**src/rtl/keypad_pkg.sv**
```systemverilog
// Shared types and helpers for the keypad scanner: FSM states, matrix size
// and the row/column to key-bit mapping.
package keypad_pkg;

  localparam int NUM_ROWS = 4;
  localparam int NUM_COLS = 4;

  typedef enum logic {
    IDLE,
    SCAN
  } state_e;

  // Bit position of a key inside the 16-bit frame.
  function automatic logic [3:0] key_index(input logic [1:0] row, input logic [1:0] col);
    return 4'(int'(row) * NUM_COLS + int'(col));
  endfunction

endpackage

```
**src/rtl/keypad_scanner_col_synchronizer.sv**
```systemverilog
// Two-flop synchronizer for the active-low keypad column lines; resets to
// the idle (pulled-up) level so no phantom key appears after reset.
module col_synchronizer (
  input  logic       clk,
  input  logic       reset,
  input  logic [3:0] async_i,
  output logic [3:0] sync_o
);

  logic [3:0] meta_q;
  logic [3:0] sync_q;

  always_ff @(posedge clk or negedge reset) begin
    if (!reset) begin
      meta_q <= 4'b1111;
      sync_q <= 4'b1111;
    end else begin
      meta_q <= async_i;
      sync_q <= meta_q;
    end
  end

  assign sync_o = sync_q;

endmodule

```
**src/rtl/keypad_scanner.sv**
```systemverilog
// 4x4 keypad matrix scanner: drives one row low at a time, samples the
// synchronized columns after a settle time and publishes whole frames.
// Optional ghost masking is selected with `define KEYPAD_GHOST_MASK_EN.
module keypad_scanner
  import keypad_pkg::*;
#(
  parameter int SETTLE_CYCLES = 64
) (
  input  logic        clk,
  input  logic        reset,
  input  logic        scan_en,
  input  logic [3:0]  cols,
  output logic [3:0]  rows,
  output logic [15:0] keys_pressed,
  output logic        frame_valid
);

  localparam logic [15:0] LAST_CNT = 16'(SETTLE_CYCLES - 1);

  state_e      state_q, state_d;
  logic [1:0]  rowIdx_q, rowIdx_d;
  logic [15:0] settleCnt_q, settleCnt_d;
  logic [15:0] acc_q, acc_d;
  logic [15:0] keys_q, keys_d;
  logic [3:0]  rows_q, rows_d;
  logic        frameValid_q, frameValid_d;
  logic [3:0]  colsSync;
  logic [15:0] frame;
  logic [15:0] frameLoad;

  col_synchronizer u_col_sync (
    .clk     (clk),
    .reset   (reset),
    .async_i (cols),
    .sync_o  (colsSync)
  );

  // Complete frame as it stands on the row-3 sample edge.
  always_comb begin
    frame = acc_q;
    for (int c = 0; c < NUM_COLS; c++) begin
      frame[key_index(2'd3, 2'(c))] = ~colsSync[c];
    end
  end

`ifdef KEYPAD_GHOST_MASK_EN
  // Three or more keys may include ghosts; report nothing rather than guess.
  assign frameLoad = ($countones(frame) >= 3) ? 16'h0000 : frame;
`else
  assign frameLoad = frame;
`endif

  always_ff @(posedge clk or negedge reset) begin
    if (!reset) begin
      state_q      <= IDLE;
      rowIdx_q     <= 2'd0;
      settleCnt_q  <= 16'd0;
      acc_q        <= 16'h0000;
      keys_q       <= 16'h0000;
      rows_q       <= 4'b1111;
      frameValid_q <= 1'b0;
    end else begin
      state_q      <= state_d;
      rowIdx_q     <= rowIdx_d;
      settleCnt_q  <= settleCnt_d;
      acc_q        <= acc_d;
      keys_q       <= keys_d;
      rows_q       <= rows_d;
      frameValid_q <= frameValid_d;
    end
  end

  always_comb begin
    state_d      = state_q;
    rowIdx_d     = rowIdx_q;
    settleCnt_d  = settleCnt_q;
    acc_d        = acc_q;
    keys_d       = keys_q;
    rows_d       = 4'b1111;
    frameValid_d = 1'b0;

    unique case (state_q)
      IDLE: begin
        rowIdx_d    = 2'd0;
        settleCnt_d = 16'd0;
        acc_d       = 16'h0000;
        if (scan_en) begin
          state_d = SCAN;
          rows_d  = 4'b1110;
        end
      end
      SCAN: begin
        if (!scan_en) begin
          // Abort drops the partial frame; keys_pressed keeps the last full one.
          state_d     = IDLE;
          rowIdx_d    = 2'd0;
          settleCnt_d = 16'd0;
          acc_d       = 16'h0000;
        end else begin
          if (settleCnt_q == LAST_CNT) begin
            settleCnt_d = 16'd0;
            rowIdx_d    = rowIdx_q + 2'd1;
            if (rowIdx_q == 2'd3) begin
              keys_d       = frameLoad;
              acc_d        = 16'h0000;
              frameValid_d = 1'b1;
            end else begin
              for (int c = 0; c < NUM_COLS; c++) begin
                acc_d[key_index(rowIdx_q, 2'(c))] = ~colsSync[c];
              end
            end
          end else begin
            settleCnt_d = settleCnt_q + 16'd1;
          end
          rows_d = ~(4'b0001 << rowIdx_d);
        end
      end
      default: state_d = IDLE;
    endcase
  end

  assign rows         = rows_q;
  assign keys_pressed = keys_q;
  assign frame_valid  = frameValid_q;

endmodule

```
**config.mk**
```make
export PLATFORM = sky130hd
export DESIGN_NAME = keypad_scanner
export DESIGN_NICKNAME = d
export VERILOG_FILES = /design/src/rtl/keypad_pkg.sv /design/src/rtl/keypad_scanner_col_synchronizer.sv /design/src/rtl/keypad_scanner.sv
export SDC_FILE = /design/constraint.sdc
export NUM_CORES = 1
export LEC_CHECK = 0
export CAP_MARGIN = 20
export CELL_PAD_IN_SITES_DETAIL_PLACEMENT = 0
export CELL_PAD_IN_SITES_GLOBAL_PLACEMENT = 1
export CORE_ASPECT_RATIO = 1.75
export CORE_UTILIZATION = 25
export CTS_CLUSTER_DIAMETER = 150
export CTS_CLUSTER_SIZE = 40
export DETAILED_ROUTE_END_ITERATION = 8
export HOLD_SLACK_MARGIN = 0.08
export PLACE_DENSITY_LB_ADDON = 0.15
export SLEW_MARGIN = 0
export SYNTH_ARGS = -nofsm -noshare
export SYNTH_HDL_FRONTEND = slang
export SYNTH_HIERARCHICAL = 1
export SYNTH_SLANG_ARGS = --single-unit
```
**constraint.sdc**
```tcl
create_clock -name clk -period 4.02 [get_ports clk]
set_input_delay 0.804 -clock clk [delete_from_list [all_inputs] [get_ports clk]]
set_output_delay 0.804 -clock clk [all_outputs]
set_load 0.01 [all_outputs]
```
==> results of run 1 <==
==> metrics by stage <==
step           instance area, µm²  total power, mW  cells
3_3_place_gp                 3018           0.6608    375
3_5_place_dp                 3018           0.6610    375
6_report                     3390            1.554    392
5_1_grt                      3390            1.609    392
2_1_floorplan                2645           0.6350    231
4_1_cts                      3369            1.578    391
==> registers in the layout (all words and copies together), names as in the netlist <==
register,count
u_col_sync/sync_o,4
frame_valid,1
rows,4
rowIdx_q,2
state_q,1
settleCnt_q,16
u_col_sync/meta_q,4
keys_pressed,16
acc_q,12
==> how the worst min path moves through the flow <==
| stage | to | cells after the start | slack (ps) |
|---|---|---|---|
| 2_1_floorplan | u_col_sync/sync_o[0] | 0 | 350 |
| 3_3_place_gp | u_col_sync/sync_o[2] | 0 | 350 |
| 3_5_place_dp | u_col_sync/sync_o[2] | 0 | 350 |
| 4_1_cts | u_col_sync/sync_o[1] | 0 | 350 |
| 5_1_grt | u_col_sync/sync_o[1] | 0 | 350 |
| 6_report | u_col_sync/sync_o[1] | 0 | 340 |
==> where the power goes <==
group	leakage, nW	total (mW)	switching [mW]	internal, mW
sequential	0.794	0.620	0.00487	0.615
combinational	0.418	0.0316	0.0214	0.0103
clock	0.173	0.903	0.265	0.638
total	1.38	1.55	0.292	1.26
==> kinds of logic (layout without fill, tap and decap cells) <==
logic type / count (synthesis) / count (layout) / synth area share, %
compound gates: 31 / 31 / 6.812
xor+xnor: 12 / 12 / 3.973
fa+ha+maj: 5 / 5 / 2.365
buf+inv: 13 / 47 / 2.507
flops: 60 / 60 / 57.33
mux: 12 / 12 / 5.109
simple gates: 98 / 98 / 21.90
==> per-layer routing <==
layer | track usage (%) | vias up
li1 | - | 890
met1 | 13.32 | 905
met2 | 21.37 | 19
met3 | 2.970 | 11
met4 | 6.767 | 0
met5 | 0 | -
==> layout make-up <==
class | count | area [µm²]
Sequential cell | 60 | 1516
Multi-Input combinational cell | 158 | 1062
Clock inverter | 4 | 95.09
Clock buffer | 12 | 256.5
Timing Repair Buffer | 29 | 292.8
Fill cell | 1031 | 6910
Tap cell | 127 | 158.9
Inverter | 2 | 7.507
==> cell usage after synthesis, drive strengths merged, types with 3 or more instances <==
cell	n
xor2	11
clkbuf	7
buf	4
mux2	12
and3	6
ha	5
nor4	3
nand4	6
and4	3
o21ai	12
dfstp	12
a31oi	12
nand2	36
nand3	6
and2	3
a21oi	4
dfrtp	48
or4b	12
nor2	17
==> impl_summary.log, run 1 <==
INFO  metric nets = approximately 270
INFO  metric ys_seq_area_share = a little under three fifths
INFO  metric worst-path-max-fanout = 37
INFO  metric synth.top_cell.area_share = between 40% and 50%
INFO  metric fp.dieArea = 11010 µm²
INFO  metric core-area = about 10000 µm²
INFO  metric clock_tree.buffer_depth = 2
INFO  metric clock-skew-final = between 7 and 8 ps
INFO  metric grt_pass1_vias = 1902
INFO  metric critical_path.top_delay_family = simple AND/OR/NAND/NOR gates
INFO  metric final.setup.tns = 0 ps
INFO  metric synth_ff_type = sky130_fd_sc_hd__dfrtp_1
INFO  metric area.growth.synth_to_final = 28.15%
INFO  metric maximum_number_of_pins_on_one_net_before_global_route_repair = 43
INFO  metric cp_capture_point = acc_q[0]
INFO  metric cp_slowest_cell = sky130_fd_sc_hd__or4b_1
INFO  metric max_cap_violations = 0
INFO  metric place_congestion = 0.7032
INFO  metric floorplan.initialDensity = 25.68%
INFO  metric grt_overflow = 0
INFO  metric most-common-layout-cells = sky130_fd_sc_hd__dfrtp_1, sky130_fd_sc_hd__nand2_1, sky130_fd_sc_hd__clkdlybuf4s50_1
INFO  metric postSynthCellCount = roughly 230
INFO  metric timing.critical_path.arrival = about 2700 ps
INFO  metric io_buffers = 27
INFO  metric power.static_leakage = 1.385 nW
INFO  metric dp_hpwl = ~4000 µm
INFO  metric antenna_left = 0
INFO  metric drt-met1-wl = about 2400 µm
INFO  metric clock_tree_from_tritoncts = yes
INFO  metric met3_length = 137 µm
INFO  metric critical_path_depth = 5
INFO  metric post-route-drc-count = 0
INFO  metric synth-edff-count = 0
INFO  metric clkSlewWorstSetupHoldPaths = approximately 50 ps
INFO  metric setup.worst_path.class = register to register
INFO  metric top_signal_layer_used = met4
INFO  metric ir_drop = approximately 0.00019 V
INFO  metric startpoint_type = register
INFO  metric detail_route.wirelength = approximately 6000 µm
INFO  metric drt-pass1-iter-count = 4
INFO  metric global_route_usage_sum = approximately an eighth
INFO  metric cts_root_buffer = sky130_fd_sc_hd__clkbuf_16
INFO  metric tritoncts_num_sinks = 60
INFO  metric cp_data_required_time = 4260 ps
INFO  metric holdBufCountCts = 0
INFO  metric htree_num_levels = 3
INFO  metric fin_crit = ~2500 ps
INFO  metric critical_path.endpoint_type = register
INFO  metric rsz0062_at_grt = no
INFO  metric via_count_normalized_by_instance_count = ~4.7
INFO  metric postCtsSetupBuffers = 0
INFO  metric number_of_antenna_violations_at_the_first_check_in_global_routing = 0
INFO  metric synth_cell_types = 31
INFO  metric max_freq = approximately 0.41 GHz
INFO  metric timing.reg2reg.setup_slack = approximately 1600 ps
INFO  metric setup_viol_count_final = 0
INFO  metric finalCritPeriodShare = 61.19%
INFO  metric post-route-util = roughly 33%
INFO  metric design.portCount = 28
INFO  metric run_status = completed
INFO  metric cellPowerDensity = around 460 nW/µm²
INFO  metric number_of_buffers_added_by_the_clock_tree_synthesis_step = 9
INFO  metric grt_first_pass_wirelength = 10060 µm
INFO  metric critical_path.reg2reg.startpoint = settleCnt_q[0]
INFO  metric placement_rows = 49
INFO  metric final_layout_size_suffix_gt1_share = between 10% and 20%
INFO  metric die_width = 79.76 µm
INFO  metric report.final.hold_viol_count = 0
INFO  metric tightest_slew = 542.5 ps
INFO  metric syn_nets = ~240
INFO  metric slew_viol_final = 0
INFO  metric pre_cts_slack = 1417 ps
INFO  metric crit-reg2reg-capture = acc_q[0]
INFO  metric timing.hold.ws = 344.8 ps
INFO  metric ys_async_sr_fraction = 100.0%
INFO  metric clkLatencyLatePin = between 300 and 400 ps
INFO  metric number_of_drc_violations_after_detailed_routing_iteration_0 = between 80 and 90
INFO  metric wl_met2 = approximately 3300 µm
INFO  metric crit_path_start = settleCnt_q[0]
INFO  metric ys_ff_latch = 60
INFO  metric path_buf_inv = 0
INFO  metric wire_per_inst = 15.33 µm
INFO  metric cts_repair_resize_count = 0
INFO  metric stage_delay_of_the_slowest_cell_on_the_critical_path = ~660 ps
INFO  metric worst_r2r_path_depth = 5
INFO  metric netlist.top_cell.by_area = sky130_fd_sc_hd__dfrtp_1
INFO  metric synth.avg_cell_area = approximately 11 µm²
INFO  metric timing.slew.headroom = 63.75%
INFO  metric layout_commonest_cell = sky130_fd_sc_hd__dfrtp_1
INFO  metric diodes = 0
INFO  metric chipHeight = between 100 and 150 µm
INFO  metric min-delay-path-class = register to register
INFO  metric leading_cell_types_by_total_area_after_synthesis = sky130_fd_sc_hd__dfrtp_1, sky130_fd_sc_hd__dfstp_2, sky130_fd_sc_hd__nand2_1
INFO  metric crit_path_cell_trace = ha_1 > nor4b_4 > nand4_4 > or4b_1 > a31oi_1
INFO  metric yosysWarnings = 6
INFO  metric post-route-worst-setup-slack = ~1600 ps
INFO  metric synth_area = about 2600 µm²
INFO  metric hold_path_startpoint = u_col_sync/meta_q[1]
INFO  metric via_count = between 1500 and 2000
(Power assumes the default switching activity.)
==> inputs of run 2 (changes only) <==
clock period = 2.5 ns   (was 4.02 ns; I/O delays follow)
==> run 2 against run 1 <==
  * Routed wire length increased by 2.0%
  * Clock power rose by 46%
  * Clock-buffer cell count decreased by 1
  * Worst setup slack worse by 1200 ps
  * Global-route usage rose by 0.21 points
  * Cell count increased by 1.5%
  * Clock skew is 1.1 ps lower
  * Final area up 0.70%
  * Critical path type unchanged
==> impl_summary.log, run 2 (synthesis gave the netlist of run 1 again) <==
INFO  metric grt_overflow = 0
INFO  metric switching_pwr = 0.4668 mW
INFO  metric tritoncts_num_sinks = 60
INFO  metric slew_viol_final = 0
INFO  metric dpl_cell_area = ~3100 µm²
INFO  metric diodes = 0
INFO  metric pre_cts_slack = approximately 380 ps
INFO  metric wire_per_inst = between 15 and 20 µm
INFO  metric cell_internal_pwr = about 1.9 mW
INFO  metric clkSlewWorstSetupHoldPaths = ~50 ps
INFO  metric via_count = around 1800
INFO  metric grt_first_pass_wirelength = 10070 µm
INFO  metric holdBufCountCts = 0
INFO  metric postCtsSetupBuffers = 0
INFO  metric combinationalPowerShare = 2.3%
INFO  metric cts_root_buffer = sky130_fd_sc_hd__clkbuf_16
INFO  metric max_freq = 0.4748 GHz
INFO  metric antenna_left = 0
INFO  metric post-route-util = 33.14%
INFO  metric worst-path-max-fanout = 25
INFO  metric report.final.hold_viol_count = 0
INFO  metric setup_viol_count_final = 0
INFO  metric place_congestion = between 0.6 and 0.7
INFO  metric placement_rows = between 40 and 50
INFO  metric number_of_buffers_added_by_the_clock_tree_synthesis_step = 9
INFO  metric startpoint_type = register
INFO  metric fin_crit = 2106 ps
INFO  metric core-area = around 10000 µm²
INFO  metric global_route_usage_sum = approximately an eighth
INFO  metric cp_data_required_time = between 2000 and 3000 ps
INFO  metric timing.hold.ws = approximately 170 ps
INFO  metric critical_path.top_delay_family = simple AND/OR/NAND/NOR gates
INFO  metric most-common-layout-cells = sky130_fd_sc_hd__dfrtp_1, sky130_fd_sc_hd__nand2_1, sky130_fd_sc_hd__clkdlybuf4s50_1
INFO  metric via_count_normalized_by_instance_count = between 4 and 5
INFO  metric post-route-drc-count = 0
INFO  metric setup.worst_path.class = register to register
INFO  metric finalCritPeriodShare = between 80% and 90%
INFO  metric ir_drop = between 0.0003 and 0.0004 V
INFO  metric clock-skew-final = between 6 and 7 ps
INFO  metric htree_num_levels = 3
INFO  metric clkLatencyLatePin = ~330 ps
INFO  metric min-delay-path-class = input pin to async pin
INFO  metric cp_slowest_cell = sky130_fd_sc_hd__or4b_1
INFO  metric dp_hpwl = around 4200 µm
INFO  metric floorplan.initialDensity = about a quarter
INFO  metric layout_commonest_cell = sky130_fd_sc_hd__dfrtp_1
INFO  metric final.setup.tns = 0 ps
INFO  metric area.growth.synth_to_final = 29.04%
INFO  metric cellPowerDensity = around 700 nW/µm²
INFO  metric run_status = completed
INFO  metric die_width = around 80 µm
INFO  metric fp.dieArea = approximately 11000 µm²
INFO  metric power.static_leakage = 1.405 nW
INFO  metric detail_route.wirelength = ~6000 µm
INFO  metric timing.slew.headroom = 63.74%
INFO  metric nets = about 280
INFO  metric tightest_slew = 542.6 ps
INFO  metric number_of_antenna_violations_at_the_first_check_in_global_routing = 0
INFO  metric power_share_of_the_sequential_group = between 40% and 50%
INFO  metric final-instance-count-excl-fill = 398
INFO  metric dp_cells = between 300 and 400
INFO  metric number_of_drc_violations_after_detailed_routing_iteration_0 = 60
INFO  metric post-route-cell-area = 3413 µm²
INFO  metric io_buffers = 27
INFO  metric report.power.total = 2.369 mW
INFO  metric cts_repair_resize_count = 0
INFO  metric clock_tree_from_tritoncts = yes
INFO  metric power_share_of_the_clock_group = between 50% and 60%
INFO  metric grt_pass1_vias = roughly 1900
INFO  metric rsz0062_at_grt = no
INFO  metric critical_path.endpoint_type = register
INFO  metric crit_path_cell_trace = ha_1 > nor4b_4 > nand4_4 > or4b_1 > a31oi_1
INFO  metric clock_tree.buffer_depth = 2
INFO  metric final_layout_size_suffix_gt1_share = about a fifth
INFO  metric timing.critical_path.arrival = roughly 2300 ps
INFO  metric num-fill-cells = around 1100
INFO  metric design.portCount = 28
INFO  metric stage_delay_of_the_slowest_cell_on_the_critical_path = 580 ps
INFO  metric max_cap_violations = 0
INFO  metric chipHeight = around 140 µm
INFO  metric swShare = about a fifth
INFO  metric post-route-worst-setup-slack = between 300 and 400 ps
INFO  metric drt-pass1-iter-count = 4
INFO  metric maximum_number_of_pins_on_one_net_before_global_route_repair = ~60
INFO  metric path_buf_inv = 0
run 2: changes by cell type in the layout (fill, tap and decap cells not counted), sizes merged:
cell	delta
buf	+6
bufinv	-1
clkinv	+2
clkbuf	-1
run 2: layer usage:
layer / up-vias / GRT usage (%) / share of wire [%]
met3: 9 / 3.366 / 2.3
li1: 891 / - / -
met2: 28 / 21.86 / 56
met5: - / 0 / 0
met1: 905 / 13.25 / 39
met4: 0 / 6.767 / 2.0
run 2: worst register-to-register path, stage by stage (launching register included):
cell,delay [ps]
sky130_fd_sc_hd__dfrtp_1,360
sky130_fd_sc_hd__ha_1,270
sky130_fd_sc_hd__nor4b_4,280
sky130_fd_sc_hd__nand4_4,340
sky130_fd_sc_hd__or4b_1,580
sky130_fd_sc_hd__a31oi_1,190
run 2: worst paths after layout:
path                                       from                    to  slack, ps  depth (start not counted)
max                              settleCnt_q[0]             acc_q[10]        390                          5
max in group asynchronous                 reset  u_col_sync/sync_o[0]       1990                          2
min reg2reg                u_col_sync/meta_q[1]  u_col_sync/sync_o[1]        350                          0
max reg2reg                      settleCnt_q[0]             acc_q[10]        390                          5
min in group clk           u_col_sync/meta_q[1]  u_col_sync/sync_o[1]        350                          0
min                                       reset        settleCnt_q[4]        170                          2
run 2: final cells by class:
class                      instances  area [µm²]  share of cell area, %
sequential                        60        1516                  44.43
multi-input combinational        158        1062                  31.12
timing repair buffer              35       350.3                  10.26
clock buffer                      11       242.7                  7.111
tap                              127       158.9                  4.655
clock inverter                     5       75.07                  2.199
inverter                           2       7.507                 0.2199
run 2: power groups by stage:
stage                     clock [mW]  combinational [mW]  sequential, mW
final                           1.32              0.0547           0.996
after floorplan                    0              0.0124            1.01
after CTS                       1.36              0.0582           0.997
after global placement             0              0.0587            1.01
after global routing            1.40              0.0624           0.997
after detailed placement           0              0.0582            1.01
